==> config.mk <==
export PLATFORM = sky130hd
export DESIGN_NAME = dmac_ctrl_fsm
export DESIGN_NICKNAME = d
export VERILOG_FILES = /design/src/rtl/dmac_ctrl_fsm.sv
export SDC_FILE = /design/constraint.sdc
export NUM_CORES = 1
export LEC_CHECK = 0
export ABC_AREA = 1
export CAP_MARGIN = 20
export CORE_UTILIZATION = 35
export CTS_BUF_LIST = sky130_fd_sc_hd__clkbuf_4 sky130_fd_sc_hd__clkbuf_8
export DETAILED_ROUTE_END_ITERATION = 7
export PLACE_DENSITY = 0.79
export SYNTH_ARGS = -nofsm -noshare
export SYNTH_HDL_FRONTEND = slang
export SYNTH_SLANG_ARGS = --single-unit
==> constraint.sdc <==
create_clock -name clk -period 1.2 [get_ports clk]
set_input_delay 0.24 -clock clk [delete_from_list [all_inputs] [get_ports clk]]
set_output_delay 0.24 -clock clk [all_outputs]
set_load 0.01 [all_outputs]
==> src/rtl/dmac_ctrl_fsm.sv <==
// DMAC control FSM: latches a peripheral request, reads three config words over AHB,
// validates the control word, arms one channel and acks on completion.
// Optional build macro DMAC_CTRL_HRESP_ABORT_EN: abort the config fetch on an AHB ERROR response.
module dmac_ctrl_fsm #(
  parameter logic [1:0] HTRANS_IDLE   = 2'b00,
  parameter logic [1:0] HTRANS_NONSEQ = 2'b10
) (
  input  logic       clk,
  input  logic       rst,
  input  logic [1:0] DmacReq,
  input  logic       HReady,
  input  logic [1:0] M_HResp,
  input  logic       bus_grant,
  input  logic       C_config,
  input  logic       irq,
  output logic       DmacReq_Reg_en,
  output logic       SAddr_Reg_en,
  output logic       DAddr_Reg_en,
  output logic       Trans_sz_Reg_en,
  output logic       Ctrl_Reg_en,
  output logic [1:0] addr_inc_sel,
  output logic [1:0] config_HTrans,
  output logic       config_write,
  output logic       con_en,
  output logic [1:0] con_sel,
  output logic       channel_en_1,
  output logic       channel_en_2,
  output logic       bus_req,
  output logic [1:0] dmac_ack,
  output logic       busy,
  output logic       cfg_err
);

  localparam int unsigned StateW = 4;

  localparam logic [1:0] HRESP_ERROR = 2'b01;
  localparam logic [1:0] SEL_CH1     = 2'b00;
  localparam logic [1:0] SEL_CH2     = 2'b01;
  localparam logic [1:0] SEL_CFG     = 2'b10;
  localparam logic [1:0] OFS_DADDR   = 2'b00;
  localparam logic [1:0] OFS_SIZE    = 2'b01;
  localparam logic [1:0] OFS_CTRL    = 2'b10;

  typedef enum logic [StateW-1:0] {
    IDLE     = 4'd0,
    LATCH    = 4'd1,
    GNT_WAIT = 4'd2,
    A_DADDR  = 4'd3,
    D_DADDR  = 4'd4,
    A_SIZE   = 4'd5,
    D_SIZE   = 4'd6,
    A_CTRL   = 4'd7,
    D_CTRL   = 4'd8,
    CHECK    = 4'd9,
    BUSY     = 4'd10,
    DONE     = 4'd11,
    WAIT_REL = 4'd12
  } state_t;

  state_t state, state_nxt;
  logic   serve_p2;
  logic   hresp_err;

`ifdef DMAC_CTRL_HRESP_ABORT_EN
  assign hresp_err = (M_HResp == HRESP_ERROR);
`else
  logic hresp_unused;
  assign hresp_unused = ^M_HResp;
  assign hresp_err    = 1'b0;
`endif

  // State register; the served peripheral is captured on leaving IDLE (bit1 wins).
  always_ff @(posedge clk or negedge rst) begin
    if (!rst) begin
      state    <= IDLE;
      serve_p2 <= 1'b0;
    end else begin
      state <= state_nxt;
      if (state == IDLE && DmacReq != 2'b00) serve_p2 <= DmacReq[1];
    end
  end

  // Next state and decoded outputs; register enables in D states are Mealy on HReady.
  always_comb begin
    state_nxt       = state;
    DmacReq_Reg_en  = 1'b0;
    SAddr_Reg_en    = 1'b0;
    DAddr_Reg_en    = 1'b0;
    Trans_sz_Reg_en = 1'b0;
    Ctrl_Reg_en     = 1'b0;
    addr_inc_sel    = OFS_DADDR;
    config_HTrans   = HTRANS_IDLE;
    config_write    = 1'b0;
    con_en          = (state != IDLE);
    con_sel         = SEL_CFG;
    channel_en_1    = 1'b0;
    channel_en_2    = 1'b0;
    bus_req         = 1'b0;
    dmac_ack        = 2'b00;
    busy            = (state != IDLE);
    cfg_err         = 1'b0;

    case (state)
      IDLE: begin
        if (DmacReq != 2'b00) state_nxt = LATCH;
      end
      LATCH: begin
        DmacReq_Reg_en = 1'b1;
        SAddr_Reg_en   = 1'b1;
        state_nxt      = GNT_WAIT;
      end
      GNT_WAIT: begin
        bus_req = 1'b1;
        if (bus_grant) state_nxt = A_DADDR;
      end
      A_DADDR: begin
        bus_req       = 1'b1;
        config_HTrans = HTRANS_NONSEQ;
        addr_inc_sel  = OFS_DADDR;
        if (HReady && bus_grant) state_nxt = D_DADDR;
      end
      D_DADDR: begin
        bus_req      = 1'b1;
        addr_inc_sel = OFS_DADDR;
        if (HReady) begin
          if (hresp_err) begin
            cfg_err   = 1'b1;
            state_nxt = DONE;
          end else begin
            DAddr_Reg_en = 1'b1;
            state_nxt    = A_SIZE;
          end
        end
      end
      A_SIZE: begin
        bus_req       = 1'b1;
        config_HTrans = HTRANS_NONSEQ;
        addr_inc_sel  = OFS_SIZE;
        if (HReady && bus_grant) state_nxt = D_SIZE;
      end
      D_SIZE: begin
        bus_req      = 1'b1;
        addr_inc_sel = OFS_SIZE;
        if (HReady) begin
          if (hresp_err) begin
            cfg_err   = 1'b1;
            state_nxt = DONE;
          end else begin
            Trans_sz_Reg_en = 1'b1;
            state_nxt       = A_CTRL;
          end
        end
      end
      A_CTRL: begin
        bus_req       = 1'b1;
        config_HTrans = HTRANS_NONSEQ;
        addr_inc_sel  = OFS_CTRL;
        if (HReady && bus_grant) state_nxt = D_CTRL;
      end
      D_CTRL: begin
        bus_req      = 1'b1;
        addr_inc_sel = OFS_CTRL;
        if (HReady) begin
          if (hresp_err) begin
            cfg_err   = 1'b1;
            state_nxt = DONE;
          end else begin
            Ctrl_Reg_en = 1'b1;
            state_nxt   = CHECK;
          end
        end
      end
      CHECK: begin
        bus_req = 1'b1;
        if (C_config) begin
          state_nxt = BUSY;
        end else begin
          cfg_err   = 1'b1;
          state_nxt = DONE;
        end
      end
      BUSY: begin
        bus_req      = 1'b1;
        con_sel      = serve_p2 ? SEL_CH2 : SEL_CH1;
        channel_en_1 = !serve_p2;
        channel_en_2 = serve_p2;
        if (irq) state_nxt = DONE;
      end
      DONE: begin
        dmac_ack  = serve_p2 ? 2'b10 : 2'b01;
        state_nxt = WAIT_REL;
      end
      WAIT_REL: begin
        // Wait for the served request level to drop so it cannot retrigger.
        if (!(serve_p2 ? DmacReq[1] : DmacReq[0])) state_nxt = IDLE;
      end
      default: begin
        state_nxt = IDLE;
      end
    endcase
  end

endmodule

# == Yosys cells after proc, flatten, opt, wreduce, memory -nomap -nowiden ==
# Index checks and enable logic that the tools add are counted.
# word_totals
ff_bits,5
input_bits,10
out_inout_bits,20
elab_cells,64
# classes
eq_ne,22
n_mux,29
reduce_logical,11
# ops
op,n
4-bit case mux with 13 select lines,1
4-bit 2-to-1 mux,10
4-bit == test (second input constant),5
2-bit inequality test (second input constant),9
4-bit by 3-bit == test with 1-bit output (second input constant),4
1-bit 2-to-1 mux,13
10-bit AND reduction,1
9-bit OR reduction,1
4-bit by 2-bit == test with 1-bit output (second input constant),2
2-bit 2-to-1 mux,4
4-bit by 1-bit == test with 1-bit output (second input constant),1
4-bit logical NOT,1
2-bit case mux with 2 select lines,1
4-bit nonzero test,1
2-bit OR reduction,2
3-bit OR reduction,1
1-bit logical AND,2
2-bit by 1-bit inequality test with 1-bit output (second input constant),1
2-bit nonzero test,1
1-bit logical NOT,1

# == Depth between registers and ports, before layout ==
# Gate-level depths: netlist (run 1).
# logic_depth
depth_word,3
mapped_depth,9
depth_no_buf,9

# == Worst setup path before layout (run 1) ==
# No wires, ideal clock.
# synth_timing
path_type,reg2out
start,register state[1]
end,output con_sel[0]
arrival_time_ns,1.164
t_required_ns,0.960
slack_ns,-0.204
path_stages_with_launch,6
n_path_buf,1
path_cell_list,dfrtp_1 inv_1 nor2_1 nand2_1 nor2_1 buf_4
# synth_between
elab_chain_cells,2
# synth_lines
item,line_no,source
from (decl),60,"state_t state, state_nxt;"
from (signal assigned),78,state <= state_nxt;
4-bit == test,103,case (state)
2-bit 2-to-1 mux,103,
to (decl),25,"output logic [1:0] con_sel,"
# Every way passes these cells.

# == Worst setup path in the final report (run 1) ==
# layout_timing
start,register state[2]
end,output con_sel[0]
# Same word-level chain as after synthesis.

==> results.json, run 1 <==
{
  "drcViolationCount": 0,
  "setup_viol": 23,
  "worstSkewPairLatency_ns": 0.25,
  "die_h_um": 41.2,
  "regArea_um2": 130,
  "yosysTopAreaCellShare": 0.233,
  "finalClockSkew_ns": 0.0127,
  "synth.distinct_cells": 19,
  "powerDensity_mw_per_mm2": 2630,
  "ys_warn_count": 0,
  "yosysTopAreaCell": "dfrtp_1",
  "area_delta_synth_final_pct": 118,
  "reg2regPathDepth": 9,
  "rsz0062_at_grt": "yes",
  "finalNonFillerCells": 167,
  "end_kind": "output pin",
  "vdd_ir_drop_max_mv": 1.69,
  "wirelength_um": 2570,
  "utilization": 0.856,
  "synth.area.mux_share": 0,
  "grt_pass1_vias": 743,
  "synthesis.area_um2": 537,
  "antenna_found_initial": 0,
  "ff2ff_setup_slack_ns": -0.33,
  "synth.most_common_cell": "nand2_1",
  "multi_input_area_um2": 459,
  "final_area_mm2": 0.00117,
  "cts_num_sinks": 5,
  "status": "finished with violations",
  "hold_viol_final": 0,
  "cp.arrival_ns": 1.33,
  "synth_xor_xnor_area_share": 0,
  "drive_gt1_frac": 0.632,
  "crit_fanout": 5,
  "ys_seq_elements": 5,
  "placed_cell_area_um2": 907,
  "io_pins": 30,
  "fillers": 70,
  "synth.avg_cell_area_um2": 5.71,
  "dp_slack_ns": -0.649,
  "grt_max_degree": 6,
  "reg2reg_to": "state[0]",
  "cts_max_path_buffers": 2,
  "wl_per_cell_um": 15.4,
  "drtIter0Drc": 29,
  "vias": 872,
  "antenna_left": 0,
  "synth_simple_gate_area_frac": 0.508,
  "syn_inst": 94,
  "overflow": 0,
  "reg2reg_from": "state[2]",
  "power_leakage_nw": 0.631,
  "async_flop_share": 1.00,
  "hold_path.class": "input port to asynchronous set/reset pin",
  "synth_flop_cell": "dfrtp_1",
  "diodes": 0,
  "period_share": 1.31,
  "grt_use_total": 0.319,
  "core-area_mm2": 0.00137,
  "numCtsBuffers": 3,
  "hold_slack_ns": 0.230,
  "synth-edff-count": 0,
  "root_buffer": "clkbuf_4",
  "max_freq_ghz": 0.636,
  "cts.htree.levels": 1,
  "maxCapViolations": 0,
  "cp-start-kind": "flip-flop",
  "cts_tree": "yes",
  "synth_top_family_by_area": "simple AND/OR/NAND/NOR gates",
  "crit_type": "flip-flop to output pin",
  "post-dp-hpwl_um": 1320,
  "nNetsFinal": 163,
  "port_buffers": 25,
  "worst_slack_ns": -0.373,
  "critPathRequiredTime_ns": 0.96,
  "initial_core_util": 0.393,
  "synth_common_cells": "nand2_1 (29), nor2_1 (16), inv_1 (12)",
  "slew_violations": 0,
  "synthTopCellsByArea": "dfrtp_1 (23%), nand2_1 (20%), nor2_1 (11%)",
  "drt-pass1-iter-count": 5,
  "fin_crit_ns": 1.57,
  "post-place-cells": 146,
  "die_w_um": 41.2,
  "rows": 13,
  "grt_pass1_wl_um": 3420,
  "dieArea_mm2": 0.00169,
  "synth-compound-area-share": 0.0629,
  "ys_seq_area_frac": 0.233,
  "gp_congestion": 0.896,
  "viasPerCell": 5.22,
  "violations": "negative setup slack",
  "synth_fa_ha_area_frac": 0,
  "clkSlewWorstSetupHoldPaths_ns": 0.05
}
## layer usage
layer | global-route usage | up-vias | wire length [µm]
li1 | - | 401 | -
met1 | 0.351 | 399 | 992
met2 | 0.602 | 61 | 1290
met3 | 0.0815 | 11 | 197
met4 | 0.0645 | 0 | 84
met5 | 0 | - | 0
## repair_timing
action / in CTS / in global routing
hold buffers: 0 / 0
buffers inserted: 16 / 3
pin swaps: 15 / 8
cloned: 0 / 0
endpoints found under the setup margin: 23 / 23
gates resized for setup: 111 / 18
## kinds of logic after synthesis
family / after synthesis
AO/OA/AOI/OAI: 6
buffers and inverters: 20
flip-flops: 5
other: 1
AND/OR/NAND/NOR: 62
## stage by stage
step | power (W) | setup TNS, ns
4_1_cts | 0.00263 | -6.52
3_5_place_dp | 0.00192 | -9.82
6_report | 0.00307 | -6.97
3_3_place_gp | 0.00189 | -9.29
2_1_floorplan | 0.00122 | -0.104
5_1_grt | 0.00326 | -8.17
## area by class of cell
class	instances	area share
Clock buffer	4	0.0257
Tap cell	15	0.0160
Timing Repair Buffer	59	0.405
Sequential cell	5	0.111
Inverter	14	0.0492
Multi-Input combinational cell	70	0.393
## state kept, by name, indices dropped and copies added (netlist names)
register and cells:
state 4, serve_p2 1
## worst max path at each step
| stage | from | endpoint | slack, ns | cells past startpoint |
|---|---|---|---|---|
| 2_1_floorplan | state[3] | con_sel[0] | -0.07 | 6 |
| 3_3_place_gp | HReady | DAddr_Reg_en | -0.58 | 4 |
| 3_5_place_dp | HReady | DAddr_Reg_en | -0.65 | 4 |
| 4_1_cts | state[2] | con_sel[0] | -0.36 | 5 |
| 5_1_grt | state[2] | channel_en_2 | -0.43 | 5 |
| 6_report | state[2] | con_sel[0] | -0.37 | 5 |
## critical path: stages, from the launching register on
cell and delay, ns:
dfrtp_2 0.46, buf_6 0.15, nor2_4 0.15, nand2_2 0.11, nor2_4 0.11, buf_6 0.11
## power breakdown
part	internal [W]	switching, W	leakage, nW
Combinational	0.00116	0.00127	0.555
Sequential	0.000263	0.000148	0.0571
Clock	0.000149	0.0000801	0.0184
## placed cells by master, fill, tap and decap left out, drive strengths merged
| cell | n |
|---|---|
| a21oi | 2 |
| buf | 52 |
| clkbuf | 4 |
| clkdlybuf4s50 | 7 |
| conb | 2 |
| dfrtp | 5 |
| inv | 14 |
| nand2 | 31 |
| nand3 | 6 |
| nand3b | 2 |
| nor2 | 19 |
| nor3 | 2 |
| nor4 | 2 |
| o21ai | 4 |
Power figures use the tool's default switching activity.
==> run 2, diff against run 1 <==
- REMOVE_ABC_BUFFERS: unset -> 1
- SLEW_MARGIN: unset -> 5
==> run 2 against run 1 <==
The flow still finishes with violations (negative setup slack). Sequential share of layout area rose by 1.2 points. First-iteration DRC count fell by 66%. Clock power fell by 7%. Worst hold slack got worse by 0.017 ns. Global-route usage fell by 7.3 points. Non-clock buffer count fell by 6. Wire length fell by 25%. Register-to-register slack improved by 0.04 ns. Via count fell by 13%. Core utilization fell by 8.2 points. Final cell count fell by 3.6%. Clock skew fell by 0.012 ns. Critical path type unchanged. Largest power group unchanged.
==> results.json, run 2 (synthesis gave the netlist of run 1 again) <==
{
  "area_delta_synth_final_pct": 97.0,
  "fin_crit_ns": 1.56,
  "core-area_mm2": 0.00137,
  "hold_slack_ns": 0.213,
  "power_leakage_nw": 0.588,
  "period_share": 1.30,
  "hold_viol_final": 0,
  "viasPerCell": 4.73,
  "drcViolationCount": 0,
  "internal_power_w": 0.00141,
  "final_area_mm2": 0.00106,
  "rows": 13,
  "combPwrFrac": 0.758,
  "powerDensity_mw_per_mm2": 2510,
  "grt_pass1_wl_um": 2640,
  "cts_max_path_buffers": 2,
  "end_kind": "output pin",
  "clkSlewWorstSetupHoldPaths_ns": 0.04,
  "cts_tree": "yes",
  "power_switching_share": 0.469,
  "numCtsBuffers": 3,
  "cp.arrival_ns": 1.32,
  "post-dp-hpwl_um": 1190,
  "finalNonFillerCells": 161,
  "setup_viol": 22,
  "layout.cells.most_common": "nand2_1",
  "die_h_um": 41.2,
  "die_w_um": 41.2,
  "hold_path.class": "input port to asynchronous set/reset pin",
  "crit_type": "flip-flop to output pin",
  "initial_core_util": 0.393,
  "worst_slack_ns": -0.359,
  "dp_slack_ns": -0.624,
  "nNetsFinal": 157,
  "cts_num_sinks": 5,
  "dieArea_mm2": 0.00169,
  "rsz0062_at_grt": "yes",
  "post-place-cells": 148,
  "vias": 761,
  "grt_max_degree": 8,
  "diodes": 0,
  "crit_fanout": 6,
  "placed_cell_area_um2": 903,
  "port_buffers": 25,
  "grt_pass1_vias": 601,
  "top_regs": "state: 4 flops, serve_p2: 1 flops",
  "drive_gt1_frac": 0.568,
  "finalClockSkew_ns": 0.000722,
  "slew_violations": 0,
  "regMostFlops": "state",
  "largest_reg_flops": 4,
  "wirelength_um": 1920,
  "cts.htree.levels": 1,
  "drtIter0Drc": 10,
  "maxCapViolations": 0,
  "power_frac_clock": 0.080,
  "root_buffer": "clkbuf_4",
  "gp_congestion": 0.887,
  "max_freq_ghz": 0.641,
  "vdd_ir_drop_max_mv": 1.38,
  "antenna_left": 0,
  "status": "finished with violations",
  "cp-start-kind": "flip-flop",
  "seq_power_share": 0.162,
  "io_pins": 30,
  "wl_per_cell_um": 11.9,
  "fillers": 102,
  "drt-pass1-iter-count": 4,
  "power_switching_w": 0.00124,
  "grt_use_total": 0.245,
  "worstSkewPairLatency_ns": 0.24,
  "violations": "negative setup slack",
  "critPathRequiredTime_ns": 0.96,
  "overflow": 0,
  "layout_common_cells": "nand2_1 (23), buf_4 (18), buf_2 (16)",
  "antenna_found_initial": 0
}
-- run 2: final cells by class --
class                           instances  area [µm²]  area share
Timing Repair Buffer                   53         414       0.392
Multi-Input combinational cell         70         409       0.387
Sequential cell                         5         130       0.123
Inverter                               14        55.1      0.0521
Clock buffer                            4        30.0      0.0284
Tap cell                               15        18.8      0.0178
-- run 2: metal layers --
| layer | vias to the layer above | track usage | routed length [µm] |
|---|---|---|---|
| li1 | 384 | - | - |
| met1 | 348 | 0.302 | 841 |
| met2 | 25 | 0.402 | 979 |
| met3 | 4 | 0.0380 | 70 |
| met4 | 0 | 0.137 | 25 |
| met5 | - | 0 | 0 |
-- run 2: final timing paths --
kind / slack [ns] / end / cells past startpoint / startpoint
setup / recovery: -0.36 / con_sel[1] / 5 / state[2]
hold / removal: 0.21 / state[1] / 1 / rst
setup reg to reg: -0.29 / state[0] / 9 / state[2]
hold reg to reg: 0.57 / state[1] / 2 / state[1]
max in group asynchronous: 0.79 / state[0] / 1 / rst
min in group clk: 0.57 / state[1] / 2 / state[1]
-- run 2: worst max-delay path, cell delays in order (launching register included) --
cell	delay (ns)
dfrtp_2	0.47
buf_6	0.15
nor2_4	0.14
nand2_2	0.10
buf_6	0.12
buf_6	0.11
-- run 2: power groups by stage --
stage | clock (W) | combinational, W | sequential, W
after floorplan | 0 | 0.000751 | 0.000346
after global placement | 0 | 0.00153 | 0.000371
after detailed placement | 0 | 0.00156 | 0.000374
after CTS | 0.000223 | 0.00180 | 0.000395
after global routing | 0.000234 | 0.00218 | 0.000440
final | 0.000213 | 0.00201 | 0.000430
-- run 2: what timing repair did --
item | 4_1_cts | 5_1_grt
hold buffers | 0 | 0
pin swaps | 13 | 11
gates resized for setup | 107 | 12
setup endpoints to repair | 23 | 23
buffers inserted | 7 | 3
-- run 2: per-stage QoR --
stage	power, W	utilization	setup TNS (ns)
final	0.00265	0.774	-6.73
after global routing	0.00285	0.774	-8.04
after CTS	0.00242	0.734	-6.02
after detailed placement	0.00193	0.661	-9.92
after global placement	0.00190	0.661	-9.64
after floorplan	0.00110	-	-0.313
==> run 3, diff against run 2 <==
- CORE_MARGIN: unset -> 2
- TNS_END_PERCENT: unset -> 10
==> run 3 against run 2 <==
The run still ends with negative setup slack left. Clock skew barely moved. Largest cell class unchanged. Wire length rose by 17%. Power rose by 4.4%. Critical endpoint is now DAddr_Reg_en. Clock power barely moved. Die area rose by 10%. Fmax fell by 2.0%. Global-route usage fell by 2.9 points.
==> results.json, run 3 (synthesis gave the netlist of run 1 again) <==
{
  "status": "finished with violations",
  "violations": "negative setup slack",
  "vias": 789,
  "crit_fanout": 5,
  "hold_viol_final": 0,
  "cts.htree.levels": 1,
  "critPathRequiredTime_ns": 0.96,
  "root_buffer": "clkbuf_4",
  "wirelength_um": 2230,
  "grt_use_total": 0.216,
  "initial_core_util": 0.365,
  "area_delta_synth_final_pct": 101,
  "crit_type": "flip-flop to output pin",
  "finalClockSkew_ns": 0.00112,
  "placed_cell_area_um2": 920,
  "end_kind": "output pin",
  "grt_max_degree": 6,
  "maxCapViolations": 0,
  "die_w_um": 43.2,
  "antenna_left": 0,
  "cp-start-kind": "flip-flop",
  "die_h_um": 43.2,
  "cts_hold_buf": 0,
  "layout.cells.most_common": "buf_4",
  "hold_path.class": "input port to asynchronous set/reset pin",
  "regMostFlops": "state",
  "port_buffers": 25,
  "dieArea_mm2": 0.00186,
  "cts_tree": "yes",
  "fin_setup_tns_ns": -6.80,
  "period_share": 1.33,
  "worst_slack_ns": -0.392,
  "total_power_w": 0.00277,
  "wl_per_cell_um": 13.6,
  "overflow": 0,
  "io_pins": 30,
  "drtIter0Drc": 10,
  "drive_gt1_frac": 0.581,
  "max_freq_ghz": 0.628,
  "rows": 14,
  "diodes": 0,
  "setup_viol": 23,
  "utilization": 0.733,
  "cp.arrival_ns": 1.35,
  "nNetsFinal": 159,
  "cts_max_path_buffers": 2,
  "fin_crit_ns": 1.59,
  "post-dp-hpwl_um": 1310,
  "numCtsBuffers": 3,
  "power_leakage_nw": 0.588,
  "grt_pass1_wl_um": 3030,
  "rsz0062_at_grt": "yes",
  "final_area_mm2": 0.00108,
  "cts_num_sinks": 5,
  "dp_slack_ns": -0.642,
  "largest_reg_flops": 4,
  "drcViolationCount": 0,
  "layout_common_cells": "buf_4 (27), nand2_1 (23), buf_2 (14)",
  "gp_congestion": 0.858,
  "slew_violations": 0,
  "worstSkewPairLatency_ns": 0.24,
  "core-area_mm2": 0.00147,
  "vdd_ir_drop_max_mv": 1.66,
  "antenna_found_initial": 0,
  "viasPerCell": 4.81,
  "top_regs": "state: 4 flops, serve_p2: 1 flops",
  "grt_pass1_vias": 721,
  "drt-pass1-iter-count": 4,
  "powerDensity_mw_per_mm2": 2570,
  "clkSlewWorstSetupHoldPaths_ns": 0.04
}
## run 3: cell count changes in the layout (fill, tap and decap cells not counted), moves of 2 or more
cell | previous run | this run
nor2_4 | 5 | 8
buf_2 | 16 | 14
nor2_1 | 10 | 8
buf_4 | 18 | 27
inv_4 | 1 | 3
buf_6 | 11 | 4
clkdlybuf4s15_2 | 0 | 3
## run 3: final timing paths
kind,cells after the start,from,to,slack [ns]
worst max-delay path,5,state[0],DAddr_Reg_en,-0.39
worst min-delay path,1,rst,serve_p2,0.22
worst max register to register,9,state[3],state[3],-0.32
worst min register to register,2,serve_p2,serve_p2,0.58
max in group asynchronous,1,rst,state[1],0.79
min in group clk,2,serve_p2,serve_p2,0.58
## run 3: routing by layer
metal	track usage	vias up	wire [µm]
li1	-	391	-
met1	0.282	371	918
met2	0.334	20	1190
met3	0.0298	7	53
met4	0.127	0	68
met5	0	-	0
## run 3: per-stage QoR
step                hold slack (ns)  instances
global placement              0.468        151
CTS                           0.213        162
detailed placement            0.471        151
floorplan                   -0.0556         89
global route                  0.222        164
finish                        0.215        164
## run 3: critical path, cell delays in order, from the launching register on
cell	delay, ns
dfrtp_2	0.47
buf_6	0.15
inv_4	0.05
nand2_4	0.06
nor4_2	0.20
buf_2	0.17
## run 3: report_power, final
part | switching (W) | internal, W
Combinational | 0.00111 | 0.00102
Clock | 0.0000627 | 0.000148
Sequential | 0.000172 | 0.000264
## run 3: layout make-up
type | instances | area, µm²
fillers | 115 | 393
well taps | 16 | 20.0
flip-flops and latches | 5 | 130
inverters | 14 | 60.1
multi-input cells | 70 | 418
repair buffers | 55 | 420
clock buffers | 4 | 30.0
## run 3: timing repair
action                     in CTS  in global routing
setup endpoints to repair      23                 23
buffers inserted                7                  2
pin swaps                       4                  2
resized for setup              99                 18
